**src/rtl/pipeline_hazard_controller.sv**
```systemverilog
// pipeline_hazard_controller: stall/flush/forward sequencer for the 5-stage MIPS pipeline.
//   Drives the PC enable and the EN/CLR pair of every pipeline register.
//   Resolves load-use and branch-operand RAW hazards, control-transfer flushes
//   and multi-cycle data-memory waits.
//   Optional feature macro: HAZARD_PERF_CNT_EN (adds stall/flush/wait counters).
// Ports:
//   clk, rst_n                      clock, synchronous active-low reset
//   rs_D, rt_D, rs_E, rt_E          source register indices in Decode / Execute
//   WriteReg_E/M/W, RegWrite_E/M/W  destination index and write enable per stage
//   MemtoReg_E/M                    load instruction in Execute / Memory
//   Branch_D, Jr_D, J_D, PCSrc_D    control transfer in Decode, branch taken
//   mem_req_M, mem_ready            data memory access request / completion
//   EN_PC, EN_FD, EN_DE, EN_EM, EN_MW  register enables
//   CLR_FD, CLR_DE, CLR_EM, CLR_MW     register clears (bubble insert)
//   ForwardA_E, ForwardB_E          00 regfile, 01 from W, 10 from M
//   ForwardA_D, ForwardB_D          forward ALU_result_M to the Decode comparator
//   mem_err                         sticky memory timeout flag
//   stall_cnt, flush_cnt, wait_cnt  performance counters (HAZARD_PERF_CNT_EN only)
module pipeline_hazard_controller #(
    parameter int WIDTH_5     = 5,
    parameter int MEM_TIMEOUT = 16
) (
    input  logic               clk,
    input  logic               rst_n,
    input  logic [WIDTH_5-1:0] rs_D,
    input  logic [WIDTH_5-1:0] rt_D,
    input  logic [WIDTH_5-1:0] rs_E,
    input  logic [WIDTH_5-1:0] rt_E,
    input  logic [WIDTH_5-1:0] WriteReg_E,
    input  logic [WIDTH_5-1:0] WriteReg_M,
    input  logic [WIDTH_5-1:0] WriteReg_W,
    input  logic               RegWrite_E,
    input  logic               RegWrite_M,
    input  logic               RegWrite_W,
    input  logic               MemtoReg_E,
    input  logic               MemtoReg_M,
    input  logic               Branch_D,
    input  logic               Jr_D,
    input  logic               J_D,
    input  logic               PCSrc_D,
    input  logic               mem_req_M,
    input  logic               mem_ready,
    output logic               EN_PC,
    output logic               EN_FD,
    output logic               EN_DE,
    output logic               EN_EM,
    output logic               EN_MW,
    output logic               CLR_FD,
    output logic               CLR_DE,
    output logic               CLR_EM,
    output logic               CLR_MW,
    output logic [1:0]         ForwardA_E,
    output logic [1:0]         ForwardB_E,
    output logic               ForwardA_D,
    output logic               ForwardB_D,
    output logic               mem_err
`ifdef HAZARD_PERF_CNT_EN
    ,
    output logic [31:0]        stall_cnt,
    output logic [31:0]        flush_cnt,
    output logic [31:0]        wait_cnt
`endif
);
    localparam int CW = $clog2(MEM_TIMEOUT) + 1;

    typedef enum logic [1:0] {RUN, MEM_WAIT, ERR} state_t;

    state_t        state, state_nx;
    logic [CW-1:0] cnt, cnt_nx;

    logic m_fwd_ok, w_fwd_ok, lwstall, e_hit, m_hit, brstall;
    logic wait_start, freeze, release_mw, stall, flush;

    assign m_fwd_ok = RegWrite_M && WriteReg_M != '0;
    assign w_fwd_ok = RegWrite_W && WriteReg_W != '0;

    assign lwstall = MemtoReg_E && RegWrite_E && WriteReg_E != '0 &&
                     (WriteReg_E == rs_D || WriteReg_E == rt_D);
    // Jr only reads rs, so rt is compared for conditional branches alone.
    assign e_hit   = RegWrite_E && WriteReg_E != '0 &&
                     (WriteReg_E == rs_D || (Branch_D && WriteReg_E == rt_D));
    assign m_hit   = MemtoReg_M && WriteReg_M != '0 &&
                     (WriteReg_M == rs_D || (Branch_D && WriteReg_M == rt_D));
    assign brstall = (Branch_D || Jr_D) && (e_hit || m_hit);

    // A memory wait freezes the front of the pipe and overrides stall/flush.
    assign wait_start = state == RUN && mem_req_M && !mem_ready;
    assign freeze     = state != RUN || wait_start;
    assign release_mw = state == MEM_WAIT && mem_ready;
    assign stall      = !freeze && (lwstall || brstall);
    assign flush      = !freeze && !stall && (PCSrc_D || J_D || Jr_D);

    always_ff @(posedge clk) begin
        if (!rst_n) begin
            state <= RUN;
            cnt   <= '0;
        end else begin
            state <= state_nx;
            cnt   <= cnt_nx;
        end
    end

    always_comb begin
        state_nx = state;
        cnt_nx   = cnt;
        case (state)
            RUN: if (mem_req_M && !mem_ready) begin
                state_nx = MEM_WAIT;
                cnt_nx   = CW'(1);
            end
            MEM_WAIT: if (mem_ready) begin
                state_nx = RUN;
                cnt_nx   = '0;
            end else if (cnt == CW'(MEM_TIMEOUT - 1)) begin
                state_nx = ERR;
            end else begin
                cnt_nx = cnt + CW'(1);
            end
            default: ;
        endcase
    end

    always_comb begin
        EN_PC      = !freeze && !stall;
        EN_FD      = !freeze && !stall;
        EN_DE      = !freeze;
        EN_EM      = !freeze;
        EN_MW      = !freeze || release_mw;
        CLR_FD     = flush;
        CLR_DE     = stall;
        CLR_EM     = 1'b0;
        CLR_MW     = freeze && !release_mw;
        ForwardA_E = (m_fwd_ok && WriteReg_M == rs_E) ? 2'b10 :
                     (w_fwd_ok && WriteReg_W == rs_E) ? 2'b01 : 2'b00;
        ForwardB_E = (m_fwd_ok && WriteReg_M == rt_E) ? 2'b10 :
                     (w_fwd_ok && WriteReg_W == rt_E) ? 2'b01 : 2'b00;
        ForwardA_D = m_fwd_ok && WriteReg_M == rs_D;
        ForwardB_D = m_fwd_ok && WriteReg_M == rt_D;
        mem_err    = state == ERR;
    end

`ifdef HAZARD_PERF_CNT_EN
    always_ff @(posedge clk) begin
        if (!rst_n) begin
            stall_cnt <= '0;
            flush_cnt <= '0;
            wait_cnt  <= '0;
        end else begin
            stall_cnt <= stall_cnt + 32'(stall);
            flush_cnt <= flush_cnt + 32'(flush);
            wait_cnt  <= wait_cnt + 32'(state == MEM_WAIT);
        end
    end
`endif
endmodule

```
**config.mk**
```make
export PLATFORM = sky130hd
export DESIGN_NAME = pipeline_hazard_controller
export DESIGN_NICKNAME = d
export VERILOG_FILES = /design/src/rtl/pipeline_hazard_controller.sv
export SDC_FILE = /design/constraint.sdc
export NUM_CORES = 1
export LEC_CHECK = 0
export CORE_MARGIN = 5
export CORE_UTILIZATION = 25
export DETAILED_ROUTE_END_ITERATION = 16
export GPL_TIMING_DRIVEN = 0
export PLACE_DENSITY = 0.61
export SYNTH_ARGS = -nofsm -noshare
export SYNTH_HDL_FRONTEND = slang
export SYNTH_SLANG_ARGS = --single-unit
```
**constraint.sdc**
```tcl
create_clock -name clk -period 1.8 [get_ports clk]
set_input_delay 0.36 -clock clk [delete_from_list [all_inputs] [get_ports clk]]
set_output_delay 0.36 -clock clk [all_outputs]
set_load 0.05 [all_outputs]
```
==> flow_summary_export.csv, run 1 <==
group,metric,value,unit
timing,fin_crit,2.20,ns
timing,finalHoldViolCount,0,
routing,ant_nets,0,
logic_synthesis,netlist-cell-type-count,38,
logic_synthesis,synth_top_family_by_area,"XOR/XNOR gates",
pwr,total_power,0.864,mW
timing,fin_ws,-0.402,ns
logic_synthesis,synth_xor_area_share,32.7,%
placement,hpwl,2870,µm
worst_setup_path,r2r_slack,0.15,ns
hold_path,hold_path_startpoint,"cnt[1]$_SDFFE_PN0P_",
final_layout,regArea,144,µm²
flow_run,cap_violations,0,
global_routing,grt_max_degree,11,
routing,drtIter0Drc,63,
floorplanning,core,4090,µm²
logic_synthesis,synth_area_per_cell,7.71,µm²
pwr,power_density,422,nW/µm²
hold_path,holdPathStages,2,
final_layout,final_common_cell,"xor2_1",
placement,dpl_cell_area,1830,µm²
worst_setup_path,reg2reg_depth,9,
timing,skew,0.000328,ns
logic_synthesis,synth-seq-cells,7,
worst_setup_path,timing.rr.start,"cnt[0]$_SDFFE_PN0P_",
final_layout,postLayoutCoreUtil,50.1,%
timing,setup_viol,10,
outcome,violations,"negative setup slack",
logic_synthesis,synth_flop_cell,"dfxtp_1",
logic_synthesis,synthArstFlopShare,0,%
clock_network,cts.sinks,7,
final_layout,nets,258,
clock_network,root_buffer,"clkbuf_8",
routing,vias_per_cell,4.72,
final_layout,nFillCells,392,
floorplanning,die_area,5700,µm²
timing,maxSlewViolCount,0,
logic_synthesis,synth_compound_area_share,15.8,%
final_layout,drive_gt1_share,44.9,%
floorplanning,die_w,75.5,µm
final_layout,layout_common_cells,"xor2_1, xnor2_1, clkbuf_2",
worst_setup_path,start_kind,"input port",
routing,routedWlPerCell,14.0,µm
logic_synthesis,synth-simple-area-share,27.9,%
floorplanning,start_util,26.2,%
final_layout,design_area,2050,µm²
clock_network,cts_tree,"built",
routing,num_vias,1212,
logic_synthesis,synth_fp_nets,189,
floorplanning,rows,23,
logic_synthesis,ys_seq_area_share,13.1,%
logic_synthesis,syn_area,1070,µm²
final_layout,diodes,0,
routing,drc,0,
worst_setup_path,reg2reg_to,"cnt[3]$_SDFFE_PN0P_",
hold_path,holdCritPathClass,"register to register",
outcome,status,"finished with violations",
final_layout,area_growth,90.9,%
pwr,ir_worst_vdd,481,µV
routing,routed_wl,3610,µm
logic_synthesis,yosys_warnings,0,
global_routing,overflow,0,
worst_setup_path,crit_type,"input port to primary output",
clock_network,clk_pin_slew,0.04,ns
placement,gp_congestion,0.899,
clock_network,clock_latency,0.23,ns
timing,min_period_over_period,122,%
global_routing,grt_pass1_vias,1248,
floorplanning,ios,64,
hold_path,min_to,"cnt[1]$_SDFFE_PN0P_",
global_routing,globalRouteTotalUtil,12.8,%
pwr,p_leak,0.851,nW
clock_network,numCtsBuffers,3,
logic_synthesis,synth_mux_area_share,0,%
placement,port_buffers,57,
worst_setup_path,cp.required,1.44,ns
logic_synthesis,synthAdderAreaFrac,2.33,%
floorplanning,die_y,75.5,µm
final_layout,multiInputGateArea,1080,µm²
worst_setup_path,crit_fanout,4,
logic_synthesis,synth_edf_count,0,
logic_synthesis,syn_inst,139,
clock_network,clock_path_buffers,2,
timing,fmax,454,MHz
clock_network,htree_levels,1,
worst_setup_path,worst_setup_path_end_kind,"primary output",
routing,dr.pass1.iters,4,
worst_setup_path,crit_arrival,1.84,ns
global_routing,antenna_found_initial,0,
timing,rsz0062_at_grt,"true",
global_routing,grt_pass1_wl,5670,µm
[cell usage after synthesis (2+ instances only)]
cell	number	area share, %
nand3_1	7	3.3
nor4_2	4	4.7
ha_1	2	2.3
xor2_1	22	18
or4_1	4	2.8
a21oi_1	2	0.93
a21boi_0	4	2.8
xnor2_1	18	15
inv_1	8	2.8
nand2_1	5	1.8
o21ai_0	4	1.9
o211a_1	2	1.9
nor2_1	14	4.9
nor2b_1	2	1.2
buf_2	2	0.93
buf_4	3	2.1
o21ai_1	2	0.93
nand2b_1	4	2.3
clkbuf_1	3	1.1
nor3_1	3	1.4
dfxtp_1	7	13
[per-stage QoR]
stage          instances  setup TNS [ns]  hold WS (ns)  setup slack, ns
5_1_grt              257           -3.12         0.538           -0.453
3_3_place_gp         246          -15.70         0.489            -1.56
3_5_place_dp         246          -16.09         0.509            -1.54
6_report             257           -2.58         0.499           -0.402
2_1_floorplan        139           -2.84         0.472           -0.513
4_1_cts              254           -2.65         0.519           -0.400
[critical path: stages]
cell	delay (ns)
buf_12	0.10
or4_4	0.56
o21ai_4	0.24
nor4_4	0.10
nor4_4	0.29
buf_6	0.19
[kinds of logic after synthesis]
kind of cell | after synthesis
buf+inv | 17
compound gates | 22
other cells | 1
fa+ha+maj | 2
simple gates | 50
flops | 7
xor+xnor | 40
[per-layer routing]
metal	vias up	part of all wire [%]	global-route usage, %
met4	0	0.97	3.88
met3	4	11	3.69
li1	610	-	-
met5	-	0	0
met2	43	49	21.7
met1	555	40	15.5
[layout make-up]
class,count,area share [%]
Buffer,8,4.89
Clock buffer,4,2.20
Inverter,8,1.47
Multi-Input combinational cell,115,52.6
Sequential cell,7,7.03
Tap cell,50,3.06
Timing Repair Buffer,65,28.8
[registers in the layout, indices dropped and copies added, names as in the netlist]
name   flops
cnt        5
state      2
[how the worst max path moves through the flow]
| stage | cells after the start | startpoint | slack [ns] | endpoint |
|---|---|---|---|---|
| 6_report | 6 | WriteReg_M[4] | -0.40 | ForwardB_E[0] |
| 3_5_place_dp | 8 | WriteReg_E[0] | -1.54 | EN_PC |
| 2_1_floorplan | 7 | WriteReg_M[4] | -0.51 | EN_PC |
| 3_3_place_gp | 8 | WriteReg_E[0] | -1.56 | EN_PC |
| 4_1_cts | 7 | WriteReg_M[4] | -0.40 | CLR_FD |
| 5_1_grt | 6 | WriteReg_M[4] | -0.45 | ForwardB_E[0] |
[where the power goes]
| group | internal [mW] | switching (mW) |
|---|---|---|
| registers | 0.161 | 0.00611 |
| clock network | 0.153 | 0.0681 |
| logic | 0.230 | 0.246 |
[timing repair]
item                                    in CTS  in global routing
buffers inserted                             5                  3
pin swaps                                   18                 16
endpoints found under the setup margin      20                 16
hold buffers                                 0                  0
resized for setup                          166                 51
Note: power is estimated with default switching activity, not from simulation.
==> inputs of run 2 (changes only) <==
--- a/config.mk
+++ b/config.mk
@@ -5,6 +5,7 @@
 export SDC_FILE = /design/constraint.sdc
 export NUM_CORES = 1
 export LEC_CHECK = 0
+export ABC_CLOCK_PERIOD_IN_PS = 1800
 export CORE_MARGIN = 5
 export CORE_UTILIZATION = 25
 export DETAILED_ROUTE_END_ITERATION = 16
==> results of run 2 <==
No change in the layout: final DEF, timing and power equal those of run 1.
==> inputs of run 3 (changes only) <==
--- a/config.mk
+++ b/config.mk
@@ -9,7 +9,6 @@
 export CORE_MARGIN = 5
 export CORE_UTILIZATION = 25
 export DETAILED_ROUTE_END_ITERATION = 16
-export GPL_TIMING_DRIVEN = 0
 export PLACE_DENSITY = 0.61
 export SYNTH_ARGS = -nofsm -noshare
 export SYNTH_HDL_FRONTEND = slang
==> flow_summary_export.csv, run 3 (same netlist as run 1, synthesis figures left out) <==
group,metric,value,unit
routing,dr.pass1.iters,3,
hold_path,hold_path_startpoint,"cnt[1]$_SDFFE_PN0P_",
clock_network,cts_tree,"built",
pwr,p_clk_share,22.6,%
final_layout,drive_gt1_share,47.3,%
worst_setup_path,worst_setup_path_end_kind,"primary output",
global_routing,grt_pass1_wl,6510,µm
global_routing,grt_pass1_vias,1437,
floorplanning,die_area,5700,µm²
clock_network,clk_pin_slew,0.04,ns
floorplanning,ios,64,
floorplanning,start_util,26.2,%
worst_setup_path,timing.rr.start,"cnt[0]$_SDFFE_PN0P_",
timing,fin_ws,-0.533,ns
outcome,violations,"negative setup slack",
floorplanning,die_y,75.5,µm
worst_setup_path,reg2reg_depth,9,
routing,ant_nets,0,
global_routing,grt_max_degree,11,
routing,vias_per_cell,4.54,
final_layout,nets,296,
placement,port_buffers,62,
global_routing,antenna_found_initial,0,
worst_setup_path,crit_fanout,2,
final_layout,design_area,2490,µm²
final_layout,diodes,0,
final_layout,area_growth,132,%
clock_network,root_buffer,"clkbuf_8",
clock_network,cts.sinks,7,
final_layout,stdcell_count,295,
routing,drtIter0Drc,39,
outcome,status,"finished with violations",
worst_setup_path,start_kind,"input port",
worst_setup_path,cp.required,1.44,ns
final_layout,regMostFlops,"cnt",
pwr,p_sw,0.338,mW
timing,fin_crit,2.33,ns
clock_network,htree_levels,1,
clock_network,numCtsBuffers,3,
placement,dp.cells,279,
floorplanning,die_w,75.5,µm
placement,hpwl,3280,µm
timing,fmax,429,MHz
placement,gp_congestion,0.754,
routing,drc,0,
clock_network,clock_path_buffers,2,
final_layout,largest_reg_flops,5,
global_routing,overflow,0,
worst_setup_path,crit_type,"input port to primary output",
worst_setup_path,r2r_slack,0.13,ns
hold_path,holdCritPathClass,"register to register",
floorplanning,core,4090,µm²
worst_setup_path,crit_arrival,1.97,ns
timing,maxSlewViolCount,0,
timing,skew,0.00437,ns
clock_network,clock_latency,0.23,ns
routing,num_vias,1340,
final_layout,final_common_cell,"buf_4",
pwr,ir_worst_vdd,469,µV
final_layout,layout_common_cells,"buf_4, xor2_1, buf_6",
worst_setup_path,reg2reg_to,"cnt[0]$_SDFFE_PN0P_",
timing,min_period_over_period,130,%
pwr,combPwrFrac,60.3,%
timing,setup_viol,10,
hold_path,min_to,"cnt[1]$_SDFFE_PN0P_",
flow_run,cap_violations,0,
pwr,p_int,0.626,mW
placement,dpl_cell_area,2190,µm²
pwr,power_density,387,nW/µm²
global_routing,globalRouteTotalUtil,14.6,%
timing,finalHoldViolCount,0,
routing,routed_wl,3960,µm
pwr,swShare,35.1,%
hold_path,holdPathStages,2,
routing,routedWlPerCell,13.4,µm
pwr,p_leak,1.11,nW
pwr,sequentialPowerShare,17.1,%
timing,rsz0062_at_grt,"true",
floorplanning,rows,23,
final_layout,largestRegisters,"cnt (5), state (2)",
==> run 3: cell types whose count changed in the layout (fill, tap and decap cells not counted), sizes merged <==
cell,before,now
buf,30,68
clkbuf,20,8
dlygate4sd2,7,15
clkdlybuf4s50,10,12
dlymetal6s2s,3,5
clkdlybuf4s15,6,7
clkdlybuf4s18,1,0
==> run 3: area by class of cell <==
type / count / area [µm²]
fillers: 367 / 1600
repair buffers: 111 / 1140
multi-input cells: 115 / 1070
flip-flops and latches: 7 / 141
well taps: 50 / 62.6
clock buffers: 4 / 45.0
inverters: 8 / 30.0
==> run 3: routing by layer <==
layer	vias up	track usage, %	routed length [µm]
li1	686	-	-
met1	618	18.5	1650
met2	36	26.0	2010
met3	0	3.17	300
met4	0	1.55	0
met5	-	0	0
==> run 3: worst max-delay path, stage by stage <==
cell	delay, ns
buf_6	0.09
or4_4	0.56
buf_6	0.14
o221ai_2	0.12
a21o_1	0.19
nand3_4	0.11
nor3_4	0.23
buf_12	0.16
==> run 3: power groups by stage <==
stage	Sequential, mW	Combinational, mW	Clock [mW]
6_report	0.165	0.582	0.218
5_1_grt	0.165	0.622	0.234
4_1_cts	0.164	0.564	0.226
3_5_place_dp	0.167	0.538	0
3_3_place_gp	0.166	0.532	0
2_1_floorplan	0.164	0.260	0
==> run 3: worst max path at each step <==
| stage | start | slack, ns | end | depth (start not counted) |
|---|---|---|---|---|
| 2_1_floorplan | WriteReg_M[4] | -0.51 | EN_PC | 7 |
| 3_3_place_gp | WriteReg_E[0] | -0.75 | EN_FD | 7 |
| 3_5_place_dp | WriteReg_E[0] | -0.79 | EN_PC | 7 |
| 4_1_cts | WriteReg_M[3] | -0.53 | ForwardB_E[0] | 8 |
| 5_1_grt | WriteReg_M[4] | -0.61 | CLR_FD | 8 |
| 6_report | WriteReg_M[4] | -0.53 | CLR_FD | 8 |
==> run 3: repair_timing <==
item                                    in CTS  in global routing
gates resized for setup                     74                 39
setup buffers                                9                  7
pin swaps                                   28                 19
hold buffers                                 0                  0
hold endpoints to repair                     0                  0
endpoints found under the setup margin      13                 18
==> run 3: through the flow <==
stage          worst slack [ns]  total power [mW]  setup TNS [ns]  util [%]  hold slack [ns]
6_report                 -0.533             0.964           -4.67      60.9            0.501
5_1_grt                  -0.608              1.02           -5.24      60.9            0.533
4_1_cts                  -0.531             0.953           -4.25      58.5            0.512
3_5_place_dp             -0.788             0.705           -7.79      53.5            0.505
3_3_place_gp             -0.747             0.699           -7.40      53.5            0.495
2_1_floorplan            -0.513             0.425           -2.84         -            0.472
